--- config.mk ---
export PLATFORM = sky130hd
export DESIGN_NAME = fetch_stage
export DESIGN_NICKNAME = d
export VERILOG_FILES = /design/src/rtl/fetch_stage.sv
export SDC_FILE = /design/constraint.sdc
export NUM_CORES = 1
export LEC_CHECK = 0
export ABC_CLOCK_PERIOD_IN_PS = 3650
export BUFFER_PORTS_ARGS = -buffer_cell sky130_fd_sc_hd__buf_2
export CORE_ASPECT_RATIO = 0.5
export CORE_UTILIZATION = 40
export CTS_CLUSTER_SIZE = 25
export DETAILED_ROUTE_END_ITERATION = 6
export GPL_TIMING_DRIVEN = 0
export PLACE_DENSITY = 0.75
export SLEW_MARGIN = 20
export SYNTH_ARGS = -nofsm -noshare
export SYNTH_HDL_FRONTEND = slang
export SYNTH_SLANG_ARGS = --single-unit
--- constraint.sdc ---
create_clock -name clock -period 3.65 [get_ports clock]
set_clock_uncertainty 0.2 [all_clocks]
set_input_delay 0.365 -clock clock [delete_from_list [all_inputs] [get_ports clock]]
set_output_delay 0.365 -clock clock [all_outputs]
set_load 0.02 [all_outputs]
--- src/rtl/fetch_stage.sv ---
// fetch_stage: instruction fetch stage with a single IF/ID pipeline register.
//   Keeps the program counter, presents it to instruction memory
//   combinationally, and captures {instruction, pc, pc+4} into IF/ID when
//   decode can take it. A redirect (branch/jump) flushes IF/ID and reloads
//   pc with the word-aligned target; it has priority over everything else.
//   State machine: RUN (IF/ID empty or draining), STALL (held, decode busy),
//   FLUSH (one cycle after a redirect).
// Optional feature: define FETCH_PERF_COUNT_EN to add the fetch_count and
//   stall_count performance counters (ports and logic absent otherwise).
// Ports:
//   clock        in   clock, all state updates on posedge
//   reset        in   asynchronous active-high reset
//   imem_addr    out  [31:0] byte address to instruction memory (= pc)
//   imem_data    in   [31:0] instruction word for imem_addr, same cycle
//   id_ready     in   decode accepts IF/ID contents this cycle
//   redirect     in   branch/jump taken: flush and load redirect_pc
//   redirect_pc  in   [31:0] new fetch address (low two bits dropped)
//   id_valid     out  IF/ID holds a valid instruction
//   id_instr     out  [31:0] registered instruction word
//   id_pc        out  [31:0] address id_instr was fetched from
//   id_pc_plus4  out  [31:0] id_pc + 4, modulo 2^32
//   fetch_count  out  [31:0] captures so far      (FETCH_PERF_COUNT_EN only)
//   stall_count  out  [31:0] stalled cycles so far (FETCH_PERF_COUNT_EN only)
module fetch_stage #(
  parameter logic [31:0] RESET_PC = 32'h0000_0000
) (
  input  logic        clock,
  input  logic        reset,
  output logic [31:0] imem_addr,
  input  logic [31:0] imem_data,
  input  logic        id_ready,
  input  logic        redirect,
  input  logic [31:0] redirect_pc,
  output logic        id_valid,
  output logic [31:0] id_instr,
  output logic [31:0] id_pc,
  output logic [31:0] id_pc_plus4
`ifdef FETCH_PERF_COUNT_EN
  ,
  output logic [31:0] fetch_count,
  output logic [31:0] stall_count
`endif
);

  typedef enum logic [1:0] {
    ST_RUN,
    ST_STALL,
    ST_FLUSH
  } state_t;

  state_t      r_state;
  logic [31:0] r_pc;
  logic        r_valid;
  logic [31:0] r_instr;
  logic [31:0] r_id_pc;
  logic [31:0] r_id_pc_plus4;

  logic        w_advance;
  logic        w_stall;
  logic [31:0] w_pc_plus4;
  logic [31:0] w_redirect_aligned;

  assign w_pc_plus4         = r_pc + 32'd4;
  assign w_redirect_aligned = redirect_pc & 32'hFFFF_FFFC;

  // IF/ID is always empty in FLUSH, so FLUSH advances exactly like an empty RUN.
  assign w_advance = ~redirect & ((r_state == ST_FLUSH) | ~r_valid | id_ready);
  assign w_stall   = ~redirect & r_valid & ~id_ready;

  always_ff @(posedge clock or posedge reset) begin
    if (reset) begin
      r_state       <= ST_RUN;
      r_pc          <= RESET_PC;
      r_valid       <= 1'b0;
      r_instr       <= '0;
      r_id_pc       <= '0;
      r_id_pc_plus4 <= '0;
    end else if (redirect) begin
      r_state <= ST_FLUSH;
      r_pc    <= w_redirect_aligned;
      r_valid <= 1'b0;
    end else if (w_advance) begin
      r_state       <= ST_RUN;
      r_pc          <= w_pc_plus4;
      r_valid       <= 1'b1;
      r_instr       <= imem_data;
      r_id_pc       <= r_pc;
      r_id_pc_plus4 <= w_pc_plus4;
    end else begin
      r_state <= ST_STALL;
    end
  end

  assign imem_addr   = r_pc;
  assign id_valid    = r_valid;
  assign id_instr    = r_instr;
  assign id_pc       = r_id_pc;
  assign id_pc_plus4 = r_id_pc_plus4;

`ifdef FETCH_PERF_COUNT_EN
  logic [31:0] r_fetch_count;
  logic [31:0] r_stall_count;

  always_ff @(posedge clock or posedge reset) begin
    if (reset) begin
      r_fetch_count <= '0;
      r_stall_count <= '0;
    end else begin
      if (w_advance) r_fetch_count <= r_fetch_count + 32'd1;
      if (w_stall)   r_stall_count <= r_stall_count + 32'd1;
    end
  end

  assign fetch_count = r_fetch_count;
  assign stall_count = r_stall_count;
`endif

endmodule

==> qor.yml <==
clk_pin_slew_ns: 0.06
fill_cells: 1226
synthDistinctLibCells: 40
nNetsFinal: 986
vias: 5923
mostFrequentLayoutCells: "nand2_1, buf_2, dfrtp_1, dlygate4sd3_1, o21ai_0"
finalSetupTns_ns: 0
post_drt_wl_per_cell_um: 16.9
tightest_slew_ns: 0.696
syn_inst: 656
cts_tree: "built"
grtUsageTotal: 0.256
clk_latency_ns: 0.41
ir_worst_vdd_v: 0.000250
setup_viol: 0
rows: 30
mostFrequentLayoutCell: "nand2_1"
critical_path_class: "primary input to flop"
fp.dieH_um: 87.0
ys_seq_elements: 125
cts_buffers: 17
total_power_mw: 4.30
cap_violations: 0
drt_iter0_markers: 492
num_antenna_cells: 0
htreeDepth: 4
cp.required_ns: 3.72
synth_area_um2: 5780
cts_resized: 0
clockBufferDepth: 2
slew_violations: 0
final_area_um2: 8110
io_buffers: 188
maxSlewHeadroom: 0.536
die_w_um: 172
fmax_ghz: 0.332
yosys_warnings: 0
leakage_nw: 3.90
status: "complete, no violations"
end_kind: "flop"
worst-path-max-fanout: 10
cts_sinks: 125
viasPerCell: 5.28
drive_gt1_frac: 0.259
clockRootBuffer: "clkbuf_16"
synth_top_area_share: 0.541
cp.arrival_ns: 3.08
syn_avg_cell_area_um2: 8.81
yosys.area.top_type: "dfrtp_1"
post-cts-setup-buffer-count: 0
grt_max_degree: 35
powerDensity_nw_per_um2: 531
synth-seq-area-share: 0.541
post_dp_cell_area_um2: 7060
antenna_found_initial: 0
start_kind: "primary input"
hold_viol_final: 0
hold_slack_ns: 0.0105
drc: 0
overflow: 0
dp_hpwl_mm: 12.9
multi_input_area_um2: 2420
routed_wirelength_mm: 19.0
holdCritPathClass: "primary input to flop"
grt_pass1_vias: 5795
die_area_um2: 15000
synthToLayoutAreaGrowth_pct: 40.3
antenna_left: 0
initial_utilization: 0.418
register_area_um2: 3130
synth_area_leaders: "dfrtp_1, nand2_1, o21ai_0"
finalWeightedCongestion: 0.834
grt_pass1_wl_mm: 29.2
dr.pass1.iters: 5
period_needed_ns: 3.01
grt_setup_unrepaired: "false"
core_um2: 13800
fin_crit_sh: 0.825
ios: 197
-- path summary, 6_finish.rpt --
kind,cells past startpoint,slack (ns),end,startpoint
worst max-delay path,7,0.64,id_pc_plus4[7],redirect
worst min-delay path,3,0.01,imem_addr[12],redirect_pc[12]
worst max register to register,7,0.81,id_pc[11],id_valid
worst min register to register,2,0.27,id_instr[21],id_instr[21]
max in group asynchronous,5,2.40,id_pc[22],reset
min in group asynchronous,3,0.24,id_pc[15],reset
-- through the flow --
stage	util	worst slack, ns	std cells
global route	0.587	0.480	1121
detailed placement	0.511	0.813	1045
global placement	0.506	0.752	1041
CTS	0.587	0.732	1121
finish	0.587	0.639	1121
floorplan	-	1.08	661
-- logic make-up after synthesis --
family,Yosys count,synth area share
and+or+nand+nor,349,0.271
DFF,125,0.541
AOI/OAI and AO/OA,98,0.104
buffers and inverters,57,0.0435
xor gates and xnor gates,24,0.0364
adders and majority gates,1,0.00216
other,1,0.000649
muxes,1,0.00173
-- worst max-delay path, cell delays in order --
cell	delay, ns
dlygate4sd3_1	0.55
buf_2	0.20
clkinv_1	0.27
o21ai_1	0.44
clkbuf_1	0.53
clkbuf_1	0.52
o21ai_0	0.20
-- state kept, by name (all words and copies together) (netlist names) --
signal and count:
id_valid 1, id_pc_plus4 30, imem_addr 30, id_pc 30, id_instr 32, r_state 2
-- synth_stat cells, drive strengths merged --
cell type	n
or2	2
ha	1
a31oi	19
nand2	232
nor2	30
nand2b	2
conb	1
buf	15
inv	3
a2111oi	2
and3	3
clkbuf	38
o31ai	9
nand4	12
mux2i	1
or4b	1
xnor2	16
or4	26
dfrtp	125
o21ai	44
a21oi	4
nor4	1
or3	10
nand3	16
o211ai	11
a22oi	5
a211oi	2
o41ai	1
nor3	2
nor2b	7
clkinv	1
xor2	8
a2111o	1
and4	5
-- layer usage --
metal | global-route usage | share of wire | vias to the layer above | wire length, µm
met3 | 0.0645 | 0.079 | 49 | 1510
met1 | 0.320 | 0.42 | 2827 | 7960
met4 | 0.110 | 0.027 | 0 | 512
li1 | - | - | 2742 | -
met2 | 0.424 | 0.47 | 305 | 9000
met5 | 0 | 0 | - | 0
-- cell type report --
cell class | count | share of cell area
flip-flops and latches | 125 | 0.386
multi-input cells | 479 | 0.298
repair buffers | 237 | 0.181
clock buffers | 17 | 0.0524
well taps | 192 | 0.0296
plain buffers | 53 | 0.0292
clock inverters | 14 | 0.0211
inverters | 4 | 0.00231
-- where the power goes --
| group | leakage (nW) | switching [mW] | internal (mW) | total [mW] |
|---|---|---|---|---|
| Combinational | 2.11 | 0.584 | 0.310 | 0.895 |
| Sequential | 1.50 | 0.136 | 1.56 | 1.69 |
| Clock | 0.285 | 0.646 | 1.07 | 1.72 |
-- repair_timing --
item,CTS,global route
hold endpoints to repair,140,0
setup endpoints to repair,0,0
hold buffers,45,0
Note: power is estimated with default switching activity, not from simulation.
